### src/rtl/data_memory_lsu_if.sv
// Request/response bundle for the data memory LSU.
// Master drives requests; slave returns one registered response per accept.
interface data_memory_lsu_if #(
   parameter int ADDR_W = 32
);
   logic              req_valid;
   logic              req_ready;
   logic              req_write;
   logic [2:0]        req_funct3;
   logic [ADDR_W-1:0] req_addr;
   logic [31:0]       req_wdata;
   logic              rsp_valid;
   logic [31:0]       rsp_rdata;
   logic              rsp_fault;

   modport master (
      output req_valid, req_write, req_funct3, req_addr, req_wdata,
      input  req_ready, rsp_valid, rsp_rdata, rsp_fault
   );

   modport slave (
      input  req_valid, req_write, req_funct3, req_addr, req_wdata,
      output req_ready, rsp_valid, rsp_rdata, rsp_fault
   );
endinterface

### src/rtl/data_memory_lsu.sv
// Data memory LSU: RISC-V byte/half/word access, 1-cycle registered response.
// DMEM_CLEAR_ON_RESET_EN builds the post-reset zeroing sweep.
module data_memory_lsu #(
   parameter int ADDR_W = 32,
   parameter int DEPTH  = 64
) (
   input  logic                 clk,
   input  logic                 reset,
   data_memory_lsu_if.slave     bus,
   output logic                 busy
);
   localparam int AW = $clog2(DEPTH);

   logic [31:0]   mem [DEPTH];

   logic [AW-1:0] ridx;
   logic [1:0]    lane;
   logic [2:0]    f3;
   logic          acc;
   logic          oor;
   logic          mis;
   logic          f3_ok;
   logic          fault;
   logic [31:0]   word;
   logic [7:0]    bsel;
   logic [15:0]   hsel;
   logic [31:0]   ld_data;

   logic          we;
   logic [AW-1:0] widx;
   logic [3:0]    wbe;
   logic [31:0]   wd;

   assign f3   = bus.req_funct3;
   assign lane = bus.req_addr[1:0];
   assign ridx = bus.req_addr[AW+1:2];

   assign bus.req_ready = !busy;
   // Reset has priority: a request seen at a reset edge is dropped.
   assign acc = bus.req_valid && bus.req_ready && !reset;

   assign oor = bus.req_addr >= ADDR_W'(4 * DEPTH);
   assign mis = (f3[1:0] == 2'b01 && lane[0])
             || (f3[1:0] == 2'b10 && lane != 2'b00);

   always_comb begin
      f3_ok = 1'b0;
      if (bus.req_write)
         f3_ok = (f3 == 3'b000) || (f3 == 3'b001) || (f3 == 3'b010);
      else
         f3_ok = (f3 == 3'b000) || (f3 == 3'b001) || (f3 == 3'b010)
              || (f3 == 3'b100) || (f3 == 3'b101);
   end

   assign fault = oor || mis || !f3_ok;

   assign word = mem[ridx];
   assign bsel = 8'(word >> {lane, 3'b000});
   assign hsel = lane[1] ? word[31:16] : word[15:0];

   always_comb begin
      ld_data = 32'h0;
      case (f3)
         3'b000:  ld_data = {{24{bsel[7]}}, bsel};
         3'b001:  ld_data = {{16{hsel[15]}}, hsel};
         3'b010:  ld_data = word;
         3'b100:  ld_data = {24'h0, bsel};
         3'b101:  ld_data = {16'h0, hsel};
         default: ld_data = 32'h0;
      endcase
   end

`ifdef DMEM_CLEAR_ON_RESET_EN
   typedef enum logic {
      S_IDLE,
      S_CLEAR
   } state_t;

   state_t        state_q;
   state_t        state_d;
   logic [AW-1:0] cnt_q;
   logic [AW-1:0] cnt_d;
   logic          clr_we;

   always_ff @(posedge clk) begin
      if (reset) begin
         state_q <= S_CLEAR;
         cnt_q   <= '0;
      end else begin
         state_q <= state_d;
         cnt_q   <= cnt_d;
      end
   end

   always_comb begin
      state_d = state_q;
      cnt_d   = cnt_q;
      clr_we  = 1'b0;
      busy    = 1'b0;
      case (state_q)
         S_CLEAR: begin
            busy   = 1'b1;
            clr_we = !reset;
            cnt_d  = cnt_q + AW'(1);
            if (cnt_q == AW'(DEPTH - 1))
               state_d = S_IDLE;
         end
         default: begin
            state_d = S_IDLE;
         end
      endcase
   end
`else
   logic          clr_we;
   logic [AW-1:0] cnt_q;

   assign busy   = 1'b0;
   assign clr_we = 1'b0;
   assign cnt_q  = '0;
`endif

   // One write port shared by the clear sweep and stores.
   always_comb begin
      we   = 1'b0;
      widx = ridx;
      wbe  = 4'b0000;
      wd   = bus.req_wdata;
      if (clr_we) begin
         we   = 1'b1;
         widx = cnt_q;
         wbe  = 4'b1111;
         wd   = 32'h0;
      end else if (acc && bus.req_write && !fault) begin
         we = 1'b1;
         case (f3[1:0])
            2'b00: begin
               wbe = 4'b0001 << lane;
               wd  = {4{bus.req_wdata[7:0]}};
            end
            2'b01: begin
               wbe = lane[1] ? 4'b1100 : 4'b0011;
               wd  = {2{bus.req_wdata[15:0]}};
            end
            default: begin
               wbe = 4'b1111;
               wd  = bus.req_wdata;
            end
         endcase
      end
   end

   always_ff @(posedge clk) begin
      for (int i = 0; i < 4; i++) begin
         if (we && wbe[i])
            mem[widx][8*i +: 8] <= wd[8*i +: 8];
      end
   end

   always_ff @(posedge clk) begin
      if (reset) begin
         bus.rsp_valid <= 1'b0;
         bus.rsp_rdata <= 32'h0;
         bus.rsp_fault <= 1'b0;
      end else begin
         bus.rsp_valid <= acc;
         bus.rsp_fault <= acc && fault;
         bus.rsp_rdata <= (acc && !bus.req_write && !fault)
                        ? ld_data : 32'h0;
      end
   end
endmodule

### src/flat_wrapper.sv
// flat-port wrapper written by rule: the top's interface ports become plain ports
module data_memory_lsu_flat 
#(
   parameter int ADDR_W = 32,
   parameter int DEPTH  = 64
)
  (clk, reset, busy, bus_req_valid, bus_req_write, bus_req_funct3, bus_req_addr, bus_req_wdata, bus_req_ready, bus_rsp_valid, bus_rsp_rdata, bus_rsp_fault);
  data_memory_lsu_if #(.ADDR_W(ADDR_W)) bus_i ();
  input  logic clk;
  input  logic reset;
  output logic busy;
  input wire logic [$bits(bus_i.req_valid)-1:0] bus_req_valid;
  input wire logic [$bits(bus_i.req_write)-1:0] bus_req_write;
  input wire logic [$bits(bus_i.req_funct3)-1:0] bus_req_funct3;
  input wire logic [$bits(bus_i.req_addr)-1:0] bus_req_addr;
  input wire logic [$bits(bus_i.req_wdata)-1:0] bus_req_wdata;
  output wire logic [$bits(bus_i.req_ready)-1:0] bus_req_ready;
  output wire logic [$bits(bus_i.rsp_valid)-1:0] bus_rsp_valid;
  output wire logic [$bits(bus_i.rsp_rdata)-1:0] bus_rsp_rdata;
  output wire logic [$bits(bus_i.rsp_fault)-1:0] bus_rsp_fault;
  assign bus_i.req_valid = bus_req_valid;
  assign bus_i.req_write = bus_req_write;
  assign bus_i.req_funct3 = bus_req_funct3;
  assign bus_i.req_addr = bus_req_addr;
  assign bus_i.req_wdata = bus_req_wdata;
  assign bus_req_ready = bus_i.req_ready;
  assign bus_rsp_valid = bus_i.rsp_valid;
  assign bus_rsp_rdata = bus_i.rsp_rdata;
  assign bus_rsp_fault = bus_i.rsp_fault;
  data_memory_lsu #(.ADDR_W(ADDR_W), .DEPTH(DEPTH)) u_core (.clk(clk), .reset(reset), .bus(bus_i), .busy(busy));
endmodule
### config.mk
export PLATFORM = sky130hd
export DESIGN_NAME = data_memory_lsu_flat
export DESIGN_NICKNAME = d
export VERILOG_FILES = /design/src/rtl/data_memory_lsu_if.sv /design/src/rtl/data_memory_lsu.sv /design/src/flat_wrapper.sv
export SDC_FILE = /design/constraint.sdc
export NUM_CORES = 2
export LEC_CHECK = 0
export ABC_AREA = 1
export CAP_MARGIN = 25
export CORE_ASPECT_RATIO = 1.4
export CORE_MARGIN = 1.5
export CORE_UTILIZATION = 25
export DETAILED_ROUTE_END_ITERATION = 16
export GPL_TIMING_DRIVEN = 0
export HOLD_SLACK_MARGIN = 0.06
export PLACE_DENSITY_LB_ADDON = 0.25
export SYNTH_ARGS = -nofsm -noshare
export SYNTH_HDL_FRONTEND = slang
export SYNTH_SLANG_ARGS = --single-unit
### constraint.sdc
create_clock -name clk -period 6.2 [get_ports clk]
set_clock_uncertainty 0.15 [all_clocks]
set_input_delay 1.24 -clock clk [delete_from_list [all_inputs] [get_ports clk]]
set_output_delay 1.24 -clock clk [all_outputs]
set_load 0.02 [all_outputs]
* Yosys cells after proc, flatten, opt, wreduce, memory -nomap -nowiden *
Memories as Yosys holds them, arrays and structs flattened.
Cells that the tools add are included.

storage, ports and cells
  bits in registers = 34
  memory bits (writable) = 2048
  input port bits = 71
  word-level logic and storage cells = 58
  memories = 1

memory list
  name        depth  width  read ports  clocked after memory_dff  write ports  line                   source
  u_core.mem  64     32     1           0                         1            data_memory_lsu.sv:14  logic [31:0] mem [DEPTH];

cells by class
  magnitude comparators = 1
  equal/unequal tests = 6
  shift operators = 2
  multiplexer cells = 17
  bitwise logic cells = 1
  reduce and logical (&&, ||, !) cells = 27

operators with widths
  operator                                               number
  case mux 32 bit (5 select lines)                       1
  case mux 32 bit (2 select lines)                       1
  >= comparator 32 x 9 -> 1 bit (second input constant)  1
  2-to-1 mux 32 bit                                      1
  >> shifter 32 x 5 -> 8 bit                             1
  2-to-1 mux 16 bit                                      1
  logical AND 1 bit                                      12
  2-to-1 mux 1 bit                                       10
  2-to-1 mux 4 bit                                       2
  case mux 4 bit (2 select lines)                        1
  logical OR 1 bit                                       7
  equality test 3 bit (second input constant)            2
  logical NOT 1 bit                                      4
  left shift 1 x 2 -> 4 bit (first input constant)       1
  equality test 3 x 1 -> 1 bit (second input constant)   1
  equality test 3 x 2 -> 1 bit (second input constant)   1
  logical NOT 3 bit                                      1
  equality test 2 x 1 -> 1 bit (second input constant)   1
  equality test 2 bit (second input constant)            1
  logical NOT 2 bit                                      1
  nonzero test 2 bit                                     1
  OR reduction 2 bit                                     1
  inverter 1 bit                                         1

* Logic depth before layout (Yosys ltp) *
  word-level depth = 14
  gate-level depth with buffers = 19
  gate-level depth less buffers = 15

* Worst setup path after synthesis *
Ideal clock, no wire load.

  path kind = in2reg
  start point = input port bus_req_funct3[1]
  end point = memory u_core.mem[0][12] (data pin)
  setup time = 0.702 ns
  data arrival time = 4.921 ns
  required time = 5.348 ns
  setup slack = 0.427 ns
  cell stages on the path = 12
  path buffers = 2
  cells stage by stage = buf_2 -> inv_2 -> nand2_2 -> nor2_1 -> nor2_1 -> o211a_1 -> nand2_1 -> nor3_2 -> nand2_1 -> inv_1 -> buf_2 -> o21ai_0

on the way
  word-level cells in the longest chain between the ends = 11
  elaborated cells on any way between the ends = 23
  classes of those cells = 6 x eq/ne; 3 x mux; 14 x reduce/logical

RTL lines
  element                                                            line                                          source
  from (decl)                                                        flat_wrapper.sv:14                            input wire logic [$bits(bus_i.req_funct3)-1:0] bus_req_funct3;
  equality test 3 x 1 -> 1 bit or logical NOT 3 bit (tied branches)  data_memory_lsu.sv:49, data_memory_lsu.sv:51
  logical OR 1 bit (2 in series)                                     data_memory_lsu.sv:49, data_memory_lsu.sv:51
  logical OR 1 bit (2 in series)                                     data_memory_lsu.sv:52                         || (f3 == 3'b100) || (f3 == 3'b101);
  2-to-1 mux 1 bit                                                   data_memory_lsu.sv:48                         if (bus.req_write)
  logical NOT 1 bit                                                  data_memory_lsu.sv:55                         assign fault = oor || mis || !f3_ok;
  logical OR 1 bit                                                   data_memory_lsu.sv:55
  logical NOT 1 bit                                                  data_memory_lsu.sv:133                        end else if (acc && bus.req_write && !fault) begin
  logical AND 1 bit                                                  data_memory_lsu.sv:133
  2-to-1 mux 32 bit *                                                data_memory_lsu.sv:133
  net u_core.wd[12]                                                  data_memory_lsu.sv:32                         logic [31:0] wd;
  to (decl)                                                          data_memory_lsu.sv:14

Mark *: on every way through the listed nets, which the timed path passes. The rest lies on a longest branch.

* Final worst setup path *
  start point = input port bus_req_addr[5]
  end point = memory u_core.mem[27][24], enable pin

on the way
  word-level cells in the longest chain between the ends = 9
  elaborated cells on any way between the ends = 10
  classes of those cells = 1 x order compare; 4 x mux; 5 x reduce/logical

RTL lines
  element                                               line                    source
  from (decl)                                           flat_wrapper.sv:15      input wire logic [$bits(bus_i.req_addr)-1:0] bus_req_addr;
  >= comparator 32 x 9 -> 1 bit                         data_memory_lsu.sv:42   assign oor = bus.req_addr >= ADDR_W'(4 * DEPTH);
  logical OR 1 bit (2 in series)                        data_memory_lsu.sv:55
  logical NOT 1 bit                                     data_memory_lsu.sv:133
  logical AND 1 bit                                     data_memory_lsu.sv:133
  2-to-1 mux 1 bit or 2-to-1 mux 4 bit (tied branches)  data_memory_lsu.sv:133
  logical AND 1 bit                                     data_memory_lsu.sv:154  if (we && wbe[i])
  2-to-1 mux 1 bit                                      data_memory_lsu.sv:154
  2-to-1 mux 1 bit (implied by the code)                data_memory_lsu.sv:155  mem[widx][8*i +: 8] <= wd[8*i +: 8];

Parallel ways exist; a longest one is shown, timed or not.

==> results.md <==
* Outcome: complete, no violations
* Setup-failing EPs final at 0
* # clock sinks at 2082
* Critical Path RT at 6.55 ns
* Initial antenna violation count at 28
* Synth cell types at 36
* DIE HEIGHT at 702 microns
* Post-route DRC at 0
* Post-synth top area cell: edfxtp_1
* Ratio of cells with drive above 1 in the final layout at 10.8%
* Syn avg cell area at 10.6 sq um
* First-pass DRT Iterations at 6
* Post-Synthesis Net Count at 8349
* Worst Setup End Kind: register
* Tightest Pin Transition at 1.19 ns
* Post-route cell area at 105000 sq um
* CTS Buffer Depth at 4
* Fin crit period at 6.02 ns
* Max VDD drop at 0.212 mV
* Synthesized instance count at 8278
* Filler cell count at 35.7k
* Worst Hold Class: in -> reg
* CTS Hold Bufs at 0
* Final Util at 30.2%
* CP Cell Sequence: clkdlybuf4s50_1 > inv_1 > nor3_1 > buf_4 > clkbuf_1 > clkbuf_1 > nand2_1 > nor2_1
* Setup TNS at 0 ns
* Worst path slowest cell: nor2_1
* Post-CTS sizing at 0
* Flops & latches, synth at 2082
* NumNets Final at 8938
* CTS tree: done
* Final WL at 373 mm
* Iteration-0 DRC Markers at 7270
* HPWL Detailed at 277 mm
* Max Clk Rate at 166 MHz
* Most used cell, CP: clkbuf_1
* Clock transition at path regs at 0.06 ns
* Max-slew headroom at 20.2%
* Area taken by multi-input logic gates at 22700 sq um
* Clk_lat worst skew at 0.92 ns
* Post-synth design cell area at 87300 sq um
* Pwr dens at 294 nW/um^2
* ANT nets after route at 0
* Post-CTS Setup Inserts at 0
* CTS root buffer: clkbuf_16
* Arr. time, crit path at 6.37 ns
* Commonest non-fill, non-tap cell in the layout: nand2_1
* Wirelength per Cell at 27.2 microns
* CTS Buf Count at 220
* Number of max-slew violations in the final report at 0
* Period Utilization, post-route at 97.1%
* Hold Fails Final Rpt at 0
* Flop2flop setup slack at 3.14 ns
* Placed inst area at 97700 sq um
* WS Path Type: in -> reg
* IO buf count at 102
* Startpoint Class: input pin
* Die width at 503 microns
* Sequential-to-total area share from yosys stat at 71.2%
* Leak at 40.3 nW
* Max-Cap Viols at 0
* CTS H-tree depth at 4
* RSZ-0062 raised after global routing: no
* Synth Warn # at 0
* RePlAce Congestion at 0.994
* Largest net degree at the start of global routing at 65
* Die area at 353000 sq um
* CP Max Fanout at 10
* Vias post-DR at 63.9k
* Vias in the first global route at 61.3k
* Initial Utilization at 25.1%
* Core area at 348000 sq um
* CP max stage delay at 0.99 ns
* Register area at 62200 sq um
* Area Growth Syn to Fin at 20.0%
* Top cells by area, synth: edfxtp_1 70%, nand2_1 19%, nor2_1 1.9%, a21oi_1 1.5%, buf_2 1.0%
* Synth top area share at 70.4%
* Num rows at 256
* # IOs at 107
* Total grt overflow at 0
* Gr usage total at 20.7%
* Most frequent cells in the layout: 4417 x nand2_1, 2048 x edfxtp_1, 404 x nor2_1, 252 x a21oi_1, 221 x clkbuf_16
* Global-route wire length before repair at 502 mm
* DR vias/cell at 4.66
[worst paths after layout]
path | startpoint | to | depth (start not counted)
min | bus_req_wdata[0] | u_core.mem[13][0] | 1
max | bus_req_addr[5] | u_core.mem[27][24] | 8
max reg2reg | u_core.mem[46][11] | u_core.bus.rsp_rdata[3] | 12
min reg2reg | u_core.mem[34][15] | u_core.bus.rsp_rdata[15] | 8
[where the power goes]
| part | switching (W) | internal, W |
|---|---|---|
| registers | 0.000000212 | 0.0154 |
| clock network | 0.00582 | 0.00740 |
| logic | 0.00168 | 0.000514 |
[per-layer routing]
| layer | GRT usage (%) | wire (microns) | up-vias |
|---|---|---|---|
| li1 | - | - | 28600 |
| met1 | 23.6 | 137000 | 31500 |
| met2 | 34.8 | 178000 | 2944 |
| met3 | 3.85 | 27900 | 804 |
| met4 | 14.5 | 30400 | 16 |
| met5 | 0 | 106 | - |
[synthesized netlist by cell type (all sizes together)]
cell and number:
edfxtp 2048, o211a 1, dfxtp 34, buf 291
o21ai 182, inv 143, or2 54, nor3 10
clkinv 2, nor2 459, nand2 4426, o2111ai 1
o21a 7, nand4 17, a22oi 23, nand3 91
a31oi 7, nor4 3, a21oi 276, conb 2
clkbuf 151, nand3b 17, o211ai 33
[registers in the layout, summed over array words and instances, names as in the netlist]
| signal | cells |
|---|---|
| u_core.bus.rsp_fault | 1 |
| u_core.mem | 2048 |
| u_core.bus.rsp_valid | 1 |
| u_core.bus.rsp_rdata | 32 |
[metrics by stage]
stage	power (W)	hold WS [ns]	instances	setup WS, ns
2_1_floorplan	0.0168	0.607	8278	0.427
3_3_place_gp	0.0179	0.981	13000	-7.28
3_5_place_dp	0.0179	0.975	13300	-0.319
4_1_cts	0.0310	0.506	13700	0.612
5_1_grt	0.0316	0.558	13700	0.455
6_report	0.0309	0.553	13700	0.180
[cell families after synthesis]
family                 Yosys count  share of synthesized area [%]
other                            2                        0.00860
buffers and inverters          587                           3.17
AOI/OAI and AO/OA              530                           3.32
and+or+nand+nor               5077                           22.3
DFF                           2082                           71.2
[critical path, delay by kind of cell]
family                 cells  cell delay (ns)
buffers and inverters      5             2.68
AND/OR/NAND/NOR            3             2.39
[area by class of cell]
class	count	area share, %
diodes	25	0.0597
plain buffers	442	2.13
clock buffers	253	5.39
clock inverters	143	1.27
inverters	145	0.519
multi-input cells	5609	21.6
flip-flops and latches	2082	59.3
well taps	4644	5.54
repair buffers	367	4.14
(Power assumes the default switching activity.)
